## src/rtl/grain_128a_par.sv

```systemverilog
// rtl/grain_128a_par.sv - Grain-128a keystream generator, W bits per clock.
// Key/IV load, 256-step warm-up with pre-output feedback, valid/ready keystream words.
module grain_128a_par #(
  parameter int W            = 1,
  parameter int WARMUP_STEPS = 256,
  parameter int CNT_W        = 32
) (
  input  logic             clk,
  input  logic             reset,
  input  logic             init_req,
  input  logic [127:0]     key,
  input  logic [95:0]      iv,
  output logic             busy,
  output logic             ready,
  output logic             ks_valid,
  input  logic             ks_ready,
  output logic [W-1:0]     ks_data,
  output logic [CNT_W-1:0] ks_count
);
  localparam int WCLKS = WARMUP_STEPS / W;
  localparam int PH_W  = (WCLKS > 1) ? $clog2(WCLKS) : 1;
  localparam logic [PH_W-1:0] PH_LAST = PH_W'(WCLKS - 1);

  if (!(W == 1 || W == 2 || W == 4 || W == 8 || W == 16 || W == 32)) begin : g_bad_w
    $error("grain_128a_par: W must be 1, 2, 4, 8, 16 or 32");
  end
  if (WARMUP_STEPS % W != 0) begin : g_bad_warmup
    $error("grain_128a_par: WARMUP_STEPS must be a multiple of W");
  end

  typedef enum logic [1:0] {IDLE, WARMUP, RUN} state_t;

  state_t           r_state;
  state_t           w_state_nxt;
  logic [127:0]     r_s;
  logic [127:0]     r_b;
  logic [PH_W-1:0]  r_phase;
  logic [CNT_W-1:0] r_cnt;
  logic [127:0]     w_s_nxt;
  logic [127:0]     w_b_nxt;
  logic [W-1:0]     w_y;
  logic             w_step;
  logic             w_xfer;

  // W cipher steps chained within one clock; y is fed back only during warm-up.
  always_comb begin : p_unroll
    logic [127:0] s;
    logic [127:0] b;
    logic         f;
    logic         g;
    logic         h;
    logic         y;
    s   = r_s;
    b   = r_b;
    f   = 1'b0;
    g   = 1'b0;
    h   = 1'b0;
    y   = 1'b0;
    w_y = '0;
    for (int k = 0; k < W; k++) begin
      f = s[0] ^ s[7] ^ s[38] ^ s[70] ^ s[81] ^ s[96];
      g = s[0] ^ b[0] ^ b[26] ^ b[56] ^ b[91] ^ b[96]
        ^ (b[3] & b[67]) ^ (b[11] & b[13]) ^ (b[17] & b[18]) ^ (b[27] & b[59])
        ^ (b[40] & b[48]) ^ (b[61] & b[65]) ^ (b[68] & b[84])
        ^ (b[22] & b[24] & b[25]) ^ (b[70] & b[78] & b[82])
        ^ (b[88] & b[92] & b[93] & b[95]);
      h = (b[12] & s[8]) ^ (s[13] & s[20]) ^ (b[95] & s[42]) ^ (s[60] & s[79])
        ^ (b[12] & b[95] & s[94]);
      y = h ^ s[93] ^ b[2] ^ b[15] ^ b[36] ^ b[45] ^ b[64] ^ b[73] ^ b[89];
      w_y[k] = y;
      if (r_state == WARMUP) begin
        f = f ^ y;
        g = g ^ y;
      end
      s = {f, s[127:1]};
      b = {g, b[127:1]};
    end
    w_s_nxt = s;
    w_b_nxt = b;
  end

  assign ks_valid = (r_state == RUN) && !init_req;
  assign w_xfer   = ks_valid && ks_ready;
  assign busy     = (r_state == WARMUP);
  assign ready    = (r_state == RUN);
  assign ks_data  = (r_state == RUN) ? w_y : '0;
  assign ks_count = r_cnt;

  always_comb begin
    w_state_nxt = r_state;
    w_step      = 1'b0;
    case (r_state)
      WARMUP: begin
        w_step = 1'b1;
        if (r_phase == PH_LAST) w_state_nxt = RUN;
      end
      RUN:     w_step = w_xfer;
      default: ;
    endcase
    if (init_req) w_state_nxt = WARMUP;
  end

  always_ff @(posedge clk) begin
    if (reset) r_state <= IDLE;
    else       r_state <= w_state_nxt;
  end

  always_ff @(posedge clk) begin
    if (reset) begin
      r_s     <= '0;
      r_b     <= '0;
      r_phase <= '0;
      r_cnt   <= '0;
    end else if (init_req) begin
      r_s     <= {1'b0, {31{1'b1}}, iv};
      r_b     <= key;
      r_phase <= '0;
      r_cnt   <= '0;
    end else begin
      if (w_step) begin
        r_s <= w_s_nxt;
        r_b <= w_b_nxt;
      end
      if (r_state == WARMUP) r_phase <= r_phase + PH_W'(1);
      if (w_xfer && (r_cnt != '1)) r_cnt <= r_cnt + CNT_W'(1);
    end
  end
endmodule
```

## config.mk

```make
export PLATFORM = sky130hd
export DESIGN_NAME = grain_128a_par
export DESIGN_NICKNAME = d
export VERILOG_FILES = /design/src/rtl/grain_128a_par.sv
export SDC_FILE = /design/constraint.sdc
export NUM_CORES = 1
export LEC_CHECK = 0
export BUFFER_PORTS_ARGS = -buffer_cell sky130_fd_sc_hd__buf_2
export CORE_AREA = 2 2 184 186
export DETAILED_ROUTE_END_ITERATION = 6
export DIE_AREA = 0 0 186 188
export PLACE_DENSITY = 0.62
export SLEW_MARGIN = 0
export SYNTH_ARGS = -nofsm -noshare
export SYNTH_HDL_FRONTEND = slang
export SYNTH_SLANG_ARGS = --single-unit
```

## constraint.sdc

```tcl
create_clock -name clk -period 2.35 [get_ports clk]
set_input_delay 0 -clock clk [delete_from_list [all_inputs] [get_ports clk]]
set_output_delay 0 -clock clk [all_outputs]
set_load 0.02 [all_outputs]
```

# Yosys cells after proc, flatten, opt, wreduce, memory -nomap -nowiden
# Cells that the tools add are included.
# word_totals
reg_bits,298
inputBits,228
out_inout_bits,36
word_cells,88
# op_classes
add_sub_neg,2
eq_ne,4
n_mux,11
n_bitwise,54
n_reduce_logical,10
# op_table
cell,count
128-bit 2-to-1 mux,2
127-bit 2-to-1 mux,2
1-bit XOR,34
32-bit by 1-bit adder with 32-bit output (second input constant),1
32-bit inequality test (second input constant),1
1-bit bitwise AND,20
8-bit by 1-bit adder with 8-bit output (second input constant),1
8-bit equality test (second input constant),1
1-bit 2-to-1 mux,6
2-bit nonzero test,3
2-bit AND reduction,2
1-bit logical AND,3
2-bit by 1-bit equality test with 1-bit output (second input constant),1
2-bit equality test (second input constant),1
1-bit case mux with 2 select lines,1
2-bit OR reduction,1
1-bit zero test,1

# Depth between registers and ports, before layout
# Gate-level depths: netlist (run 1).
# logic_depth
word_depth,19
mapped_depth,13
ltp_nobuf,9

# Worst setup path after synthesis (run 1)
# No wires, ideal clock.
# synth_path
path_kind,reg2reg
start,reg r_state[0]
end,reg r_cnt[21] (netlist: ks_count[21])
arrival_ns,2.095
required_time_ns,2.280
setup_slack_ns,0.184
stages_incl_launch_ff,11
path_buffers,2
cell_sequence,dfxtp_1 inv_1 ha_1 and3b_1 buf_4 and3_1 buf_2 nand2_2 a211o_4 or3_1 a21oi_1
# synth_via
elab_chain_len,4
# synth_lines
item,line,text
from (decl),33,state_t r_state;
from (signal assigned),105,else r_state <= w_state_nxt;
2-bit equality test,-,
net ready,14,"output logic ready,"
1-bit logical AND,82,assign ks_valid = (r_state == RUN) && !init_req;
1-bit logical AND,83,assign w_xfer = ks_valid && ks_ready;
1-bit logical AND,125,if (w_xfer && (r_cnt != '1)) r_cnt <= r_cnt + CNT_W'(1);
to (signal assigned),125,
to (decl),38,logic [CNT_W-1:0] r_cnt;
# The timed path passes the listed nets, and every way through them passes these cells.
# A chain may end at the register's enable or synchronous reset.

# Final worst setup path (run 1)
# layout_path
start,reg r_b[15]
end,out ks_data
# layout_via
elab_chain_len,7
# layout_lines
item,line,text
from (decl),36,logic [127:0] r_b;
from (signal assigned),116,r_b <= key;
from (signal assigned),122,r_b <= w_b_nxt;
1-bit XOR (6 in series),69,y = h ^ s[93] ^ b[2] ^ b[15] ^ b[36] ^ b[45] ^ b[64] ^ b[73] ^ b[89];
1-bit 2-to-1 mux,86,assign ks_data = (r_state == RUN) ? w_y : '0;
to (decl),17,"output logic [W-1:0] ks_data,"
# No other way between the ends.

==> impl_metrics.ini, run 1 <==
[synth]
yosysWarnings = 0
ys_seq_area_share_pct = 44.8
syn-cell-area_mm2 = 0.0133
synth_commonest_cells = nand2_1, a21oi_1, dfxtp_1
async_flop_share_pct = 0
synth_seq_cells = 298
synthTopCellsByArea = dfxtp_1, a21oi_1, nand2_1
avgSynthCellArea_um2 = 7.02
yosysUniqueCellTypes = 41
synth_top_area_share_pct = 44.8
ys.flop_type = dfxtp_1
syn_nets = 2128
synth_most_common_cell = nand2_1
synth_edf_count = 0
synth_top_area_cell = dfxtp_1
syn_inst = 1896

[setup_path]
worstPathRequired_ns = 2.35
cp-end-kind = output pin
criticalPathCategory = reg -> out
crit_fanout = 3
cp-start-kind = flop
critical_path_arrival_ns = 2.26

[finish]
nNetsFinal = 2537
fillers = 3018
drive_gt1_share_pct = 15.7
area_growth_pct = 38.8

[timing]
finalClockSkew_ns = 0.0213
maxSlewHeadroom_pct = 32.9
setup-tns-final_ns = 0
tightest_slew_ns = 1.01
finalCritPeriodShare_pct = 96.1
finalSetupViolCount = 0
finalMaxSlewViolations = 0
clock.fmax_mhz = 443
rsz0062_at_grt = false
hold_violations = 0
min_period_ns = 2.26
hold_ws_ns = 0.236

[placement]
port-buffer-count = 263
dp_hpwl_um = 22200
gp_congestion = 0.775

[cts]
clk_path_buf_depth = 3
cts_tree = done
cts_buffers = 35
cts.clk_slew.worst_paths_ns = 0.06
cts_root_buf = clkbuf_16
cts_sinks = 298
insertion_delay_ns = 0.52
cts_max_level = 2

[routing]
firstDrtPassIters = 5
avgViaCountPerCell = 5.00
route.vias.total = 13900
drc = 0
drtIter0Drc = 868
wl_um = 37800
routedWlPerCell_um = 13.6
ant_nets = 0

[die]
coreArea_mm2 = 0.0331
ios = 264
start_util_pct = 40.2
std_cell_rows = 67
die_area_mm2 = 0.0350
die_h_um = 188
die_x_um = 186

[grt]
antenna_found_initial = 3
grt_pass1_wl_um = 61700
grt_max_degree = 243
grt_usage_pct = 21.0
grt_pass1_vias = 12800
gr-total-overflow = 0

[run]
maxCapViolations = 0

[power]
ir_worst_vdd_mv = 0.575
p_per_area_mw_per_mm2 = 666
leakagePower_uw = 0.00724

[worst_hold_path]
worstHoldPathType = in -> reg

[outcome]
status = finished clean
[cell type report]
cell class / count / area [um2] / area share (%)
Antenna cell: 3 / 7.51 / 0.0406
Clock buffer: 51 / 1020 / 5.50
Clock inverter: 9 / 87.6 / 0.474
Inverter: 8 / 30.0 / 0.162
Multi-Input combinational cell: 1443 / 6780 / 36.7
Sequential cell: 298 / 5970 / 32.3
Tap cell: 448 / 561 / 3.03
Timing Repair Buffer: 519 / 4030 / 21.8
[flip-flops by register name, indices dropped and copies added, names as in the netlist]
| signal | cells |
|---|---|
| ks_count | 32 |
| r_b | 128 |
| r_phase | 8 |
| r_s | 128 |
| r_state | 2 |
[cell families after synthesis]
group / Yosys count / synth area share, %
flip-flops: 298 / 44.8
buffers and inverters: 155 / 4.66
multiplexers: 3 / 0.226
XOR/XNOR: 56 / 3.89
AO/OA/AOI/OAI: 514 / 20.0
adder cells (fa/ha/maj): 4 / 0.376
AND/OR/NAND/NOR: 866 / 26.1
[through the flow]
stage          util [%]  cells  worst slack [ns]  cell area (um2)  total power (uW)
2_1_floorplan         -   1896             0.184            13300              6390
3_3_place_gp       45.4   2489            0.0964            15000              6820
3_5_place_dp       45.4   2489            0.0937            15000              6840
4_1_cts            55.7   2776          0.000365            18400             12400
5_1_grt            55.8   2779          0.000506            18500             12900
6_report           55.8   2779            0.0911            18500             12300
[repair_timing]
action / CTS / global route
gates resized for setup: 5 / 6
gates cloned: 0 / 0
setup endpoints to repair: 1 / 55
pin swaps: 2 / 1
endpoints found under the hold margin: 245 / 0
setup buffers: 1 / 0
hold buffers: 226 / 0
[worst max-delay path, cell delays in order, from the launching register on]
cell     delay, ns
dfxtp_1       0.40
xnor2_2       0.14
xnor2_1       0.14
xnor3_2       0.50
xnor2_4       0.20
and2_1        0.19
buf_2         0.17
[layer usage]
layer | track usage, % | part of all wire [%]
met1 | 27.6 | 44
met5 | 0 | 0
met2 | 34.2 | 46
met4 | 7.96 | 3.3
met3 | 3.94 | 6.1
[power breakdown]
part / internal [uW] / total (uW) / switching (uW)
clock: 3110 / 5210 / 2090
combinational: 811 / 1620 / 807
sequential: 5320 / 5480 / 158
total: 9250 / 12300 / 3060
[placed cells by master (no fill, tap or decap), types with 4 or more instances in the layout]
cell type,n
a21oi_1,463
ha_1,4
buf_4,13
dfxtp_1,296
clkbuf_8,7
nor3_1,4
clkbuf_1,9
clkinv_2,5
xor2_1,16
o21ai_0,13
and3_1,5
or3_1,12
nand4_1,10
nor2_1,260
xnor2_1,35
a31oi_1,31
dlygate4sd3_1,226
inv_1,8
buf_12,15
buf_2,261
nand3_1,14
clkbuf_16,36
nand2_1,538
[final timing paths]
check	from	end	slack, ns	depth (start not counted)
worst min-delay path	ks_ready	ks_count[20]	0.24	6
worst max register to register	ks_count[25]	ks_count[22]	0.17	7
worst min register to register	r_s[127]	r_s[127]	0.46	2
worst max-delay path	r_b[15]	ks_data	0.09	6
(Power assumes the default switching activity.)
==> run 2, diff against run 1 <==
- CORE_AREA: 2 2 184 186 -> 2 2 140 244
- DIE_AREA: 0 0 186 188 -> 0 0 142 246
==> run 2 against run 1 <==
Non-clock buffer count up 6. Final area down 0.62%. Count of clock-buffer cells in the layout down 3. Via count up 1.3%. Global-route usage up 0.35 points. Critical endpoint unchanged.
==> impl_metrics.ini, run 2 (synthesis results as in run 1) <==
[routing]
route.vias.total = 14100
firstDrtPassIters = 5
routedWlPerCell_um = 14.6
drc = 0
ant_nets = 0
wl_um = 40100
avgViaCountPerCell = 5.15
drtIter0Drc = 740

[power]
leakagePower_uw = 0.00721
ir_worst_vdd_mv = 0.751
p_per_area_mw_per_mm2 = 635

[setup_path]
r2r_end = r_b[49]
crit_fanout = 3
r2r_slack_ns = 0.21
criticalPathCategory = reg -> out
endpoint = ks_data
ff2ff_path_depth = 13
worstPathRequired_ns = 2.35
r2r-start = r_state[0]
critical_path_arrival_ns = 2.27
cp-start-kind = flop
cp-end-kind = output pin
crit_start = r_b[36]

[grt]
grt_usage_pct = 21.4
grt_pass1_vias = 13300
grt_pass1_wl_um = 62700
antenna_found_initial = 3
gr-total-overflow = 0
grt_max_degree = 253

[finish]
multi_input_area_mm2 = 0.00680
nNetsFinal = 2538
final_cell_area_mm2 = 0.0184
final_common_cell = nand2_1
drive_gt1_share_pct = 15.8
utilization_pct = 55.8
seqCellArea_mm2 = 0.00597
final_cell_mix = nand2_1, a21oi_1, dfxtp_1
area_growth_pct = 38.0
fillers = 3073

[timing]
hold_violations = 0
maxSlewHeadroom_pct = 28.3
min_period_ns = 2.27
clock.fmax_mhz = 441
finalCritPeriodShare_pct = 96.6
tightest_slew_ns = 1.08
finalClockSkew_ns = 0.0107
rsz0062_at_grt = true
finalSetupViolCount = 0
finalMaxSlewViolations = 0
worst_slack_ns = 0.0808

[run]
maxCapViolations = 0

[die]
start_util_pct = 40.4
ios = 264
die_area_mm2 = 0.0349
std_cell_rows = 88
die_h_um = 246
die_x_um = 142
coreArea_mm2 = 0.0329

[placement]
port-buffer-count = 263
dp_hpwl_um = 23500
dp_slack_ns = 0.0692
gp_congestion = 0.844
place_area_mm2 = 0.0149

[cts]
cts.clk_slew.worst_paths_ns = 0.06
cts_buffers = 30
clk_path_buf_depth = 3
cts_tree = done
insertion_delay_ns = 0.56
cts_max_level = 1
cts_root_buf = clkbuf_16
cts_sinks = 298

[outcome]
status = finished clean

[worst_hold_path]
worstHoldPathType = in -> reg
==> run 2: changes by cell type in the layout (fill, tap and decap cells not counted), moves of 2 or more <==
cell / previous run / this run
buf_12: 15 / 13
buf_4: 13 / 17
buf_6: 1 / 3
clkbuf_1: 9 / 12
xnor2_1: 35 / 33
xnor2_2: 2 / 4
==> run 2: per-stage QoR <==
step / hold slack (ns) / setup TNS, ns / power (uW) / cells
final: 0.110 / 0 / 11700 / 2736
after global routing: 0.121 / -0.00234 / 12200 / 2735
after CTS: 0.0644 / 0 / 11700 / 2722
after detailed placement: 0.235 / 0 / 6830 / 2443
after global placement: 0.229 / 0 / 6800 / 2443
after floorplan: 0.144 / 0 / 6390 / 1896
==> run 2: how the worst min path moves through the flow <==
stage,to,cells after the start,start
2_1_floorplan,r_b[94],2,key[94]
3_3_place_gp,r_b[75],3,key[75]
3_5_place_dp,r_s[8],3,iv[8]
4_1_cts,ks_count[20],5,ks_ready
5_1_grt,r_state[0],4,init_req
6_report,r_state[0],4,init_req
==> run 2: power by group <==
part | internal, uW | leakage (uW) | switching (uW)
Combinational | 814 | 0.00430 | 814
Clock | 2570 | 0.000452 | 1980
Sequential | 5320 | 0.00246 | 160
==> run 2: layer usage <==
| metal | wire length, um | track usage, % |
|---|---|---|
| met1 | 16000 | 24.5 |
| met2 | 21100 | 39.2 |
| met3 | 1610 | 2.92 |
| met4 | 1400 | 9.41 |
| met5 | 0 | 0 |
==> run 2: critical path: stages, from the launching register on <==
cell and delay [ns]:
dfxtp_4 0.36, xnor2_4 0.22, xnor2_2 0.15, xnor3_1 0.47, xnor2_2 0.21, and2_4 0.19, buf_6 0.11
==> run 2: area by class of cell <==
| type | count | area share (%) |
|---|---|---|
| Multi-Input combinational cell | 1443 | 37.0 |
| Antenna cell | 4 | 0.0545 |
| Tap cell | 405 | 2.76 |
| Timing Repair Buffer | 525 | 22.5 |
| Clock buffer | 48 | 4.84 |
| Inverter | 8 | 0.163 |
| Sequential cell | 298 | 32.5 |
| Clock inverter | 5 | 0.157 |
==> run 2: repair_timing <==
action                                 in CTS  in global routing
pin swaps                                   4                  7
hold buffers                              225                  0
resized for setup                           6                 14
setup endpoints to repair                   2                212
gates cloned                                0                  4
endpoints found under the hold margin     226                  0
setup buffers                               1                  6
==> run 3, diff against run 2 <==
- RECOVER_POWER: unset -> 100
==> run 3 against run 2 <==
The flow now finishes with violations (max-capacitance violations, max-slew violations). Total power is essentially flat. Non-clock buffer count unchanged. First-iteration DRC count is 0.54% lower. Utilization is 0.26 points lower. Critical path depth did not move. Flip-flop and latch count unchanged. Clock power about the same. Die area is the same. Final area is 0.46% lower. Highest routed layer unchanged.
==> impl_metrics.ini, run 3 (synthesis results as in run 1) <==
[finish]
area_growth_pct = 37.4
nNetsFinal = 2538
final_common_cell = nand2_1
final_cell_mix = nand2_1, a21oi_1, dfxtp_1
drive_gt1_share_pct = 14.1
final_cell_area_mm2 = 0.0183

[cts]
cts_buffers = 30
cts.clk_slew.worst_paths_ns = 0.06
cts_max_level = 1
clk_path_buf_depth = 3
cts_tree = done
cts_root_buf = clkbuf_16
cts_sinks = 298
insertion_delay_ns = 0.56

[setup_path]
critPathMaxStageDelay_ns = 0.47
cp-end-kind = output pin
cp_slowest_cell = xnor3_1
cp-start-kind = flop
r2r-start = ks_count[25]
critical_path_arrival_ns = 2.26
criticalPathCategory = reg -> out
worstPathRequired_ns = 2.35
worst-path-buf-inv = 1
path_cells = xnor2_4, xnor2_2, xnor3_1, xnor2_2, and2_4, buf_6
crit_start = r_b[36]
cp_common_cell = xnor2_2
path_delay_family = XOR/XNOR gates
crit_fanout = 3

[die]
die_h_um = 246
die_x_um = 142
ios = 264
start_util_pct = 40.4
coreArea_mm2 = 0.0329
die_area_mm2 = 0.0349
std_cell_rows = 88

[power]
switchingPower_uw = 2970
p_per_area_mw_per_mm2 = 638
pwr-share-clk_pct = 39.1
seqPwrFrac_pct = 47.0
switching_share_pct = 25.4
comb_power_share_pct = 13.9
p_int_uw = 8700
ir_worst_vdd_mv = 0.754
leakagePower_uw = 0.00702

[timing]
hold_violations = 0
finalCritPeriodShare_pct = 96.3
setup-tns-final_ns = 0
finalSetupViolCount = 0
maxSlewHeadroom_pct = -5.25
worst_slack_ns = 0.0877
finalClockSkew_ns = 0.0112
finalMaxSlewViolations = 43
rsz0062_at_grt = true
min_period_ns = 2.26
clock.fmax_mhz = 442
hold_ws_ns = 0.0966
tightest_slew_ns = 1.58

[routing]
routedWlPerCell_um = 14.7
drc = 0
wl_um = 40200
drtIter0Drc = 736
ant_nets = 0
firstDrtPassIters = 5
route.vias.total = 14100
avgViaCountPerCell = 5.14

[placement]
dp_slack_ns = 0.0692
dp_hpwl_um = 23500
place_area_mm2 = 0.0149
port-buffer-count = 263
gp_congestion = 0.844

[grt]
grt_max_degree = 253
grt_usage_pct = 21.4
antenna_found_initial = 3
gr-total-overflow = 0
grt_pass1_vias = 13300
grt_pass1_wl_um = 62700

[worst_hold_path]
worstHoldStart = init_req
worstHoldPathType = in -> reg

[outcome]
status = finished with violations
violations = max-capacitance violations, max-slew violations

[run]
maxCapViolations = 1
## run 3: cell count changes in the layout (fill, tap and decap cells not counted), sizes merged
cell,previous run,this run
clkbuf,53,92
buf,295,256
## run 3: per-stage QoR
step / power [uW] / instances / utilization [%]
global placement: 6800 / 2443 / 45.4
finish: 11700 / 2736 / 55.5
floorplan: 6390 / 1896 / -
global route: 12200 / 2735 / 55.5
detailed placement: 6830 / 2443 / 45.4
CTS: 11700 / 2722 / 55.2
## run 3: path summary, 6_finish.rpt
path                       end  slack [ns]  cells past startpoint
hold / removal      r_state[0]         0.1                      4
setup / recovery       ks_data        0.09                      6
hold reg to reg       r_s[108]        0.48                      2
setup reg to reg  ks_count[14]        0.12                      7
## run 3: routing by layer
| metal | part of all wire, % | wire length (um) | global-route usage, % |
|---|---|---|---|
| met4 | 3.5 | 1410 | 9.41 |
| met2 | 52 | 21000 | 39.2 |
| met1 | 40 | 16100 | 24.5 |
| met3 | 4.1 | 1660 | 2.92 |
| met5 | 0 | 0 | 0 |
## run 3: worst reg2reg max path, cell delays in order (launching register included)
cell	delay [ns]
dfxtp_1	0.43
and4_1	0.28
nand3_4	0.15
or3_1	0.44
o2111ai_1	0.27
clkbuf_1	0.25
xor2_1	0.19
nor2_1	0.05
## run 3: power by group through the flow
stage / registers [uW] / logic [uW] / clock network (uW)
2_1_floorplan: 5540 / 847 / 0
3_3_place_gp: 5580 / 1220 / 0
3_5_place_dp: 5590 / 1240 / 0
4_1_cts: 5480 / 1580 / 4690
5_1_grt: 5510 / 1800 / 4880
6_report: 5480 / 1630 / 4560
## run 3: timing repair
action | in CTS | in global routing
setup buffers | 1 | 6
gates cloned | 0 | 4
hold buffers | 225 | 0
setup endpoints to repair | 2 | 212
pin swaps | 4 | 7
endpoints found under the hold margin | 226 | 0
gates resized for setup | 6 | 14
## run 3: layout make-up
class,instances,area [um2]
sequential,298,5970
antenna,4,10.0
clock buffer,48,890
timing repair buffer,525,4070
inverter,8,30.0
fill,3101,14600
clock inverter,5,28.8
tap,405,507
multi-input combinational,1443,6780
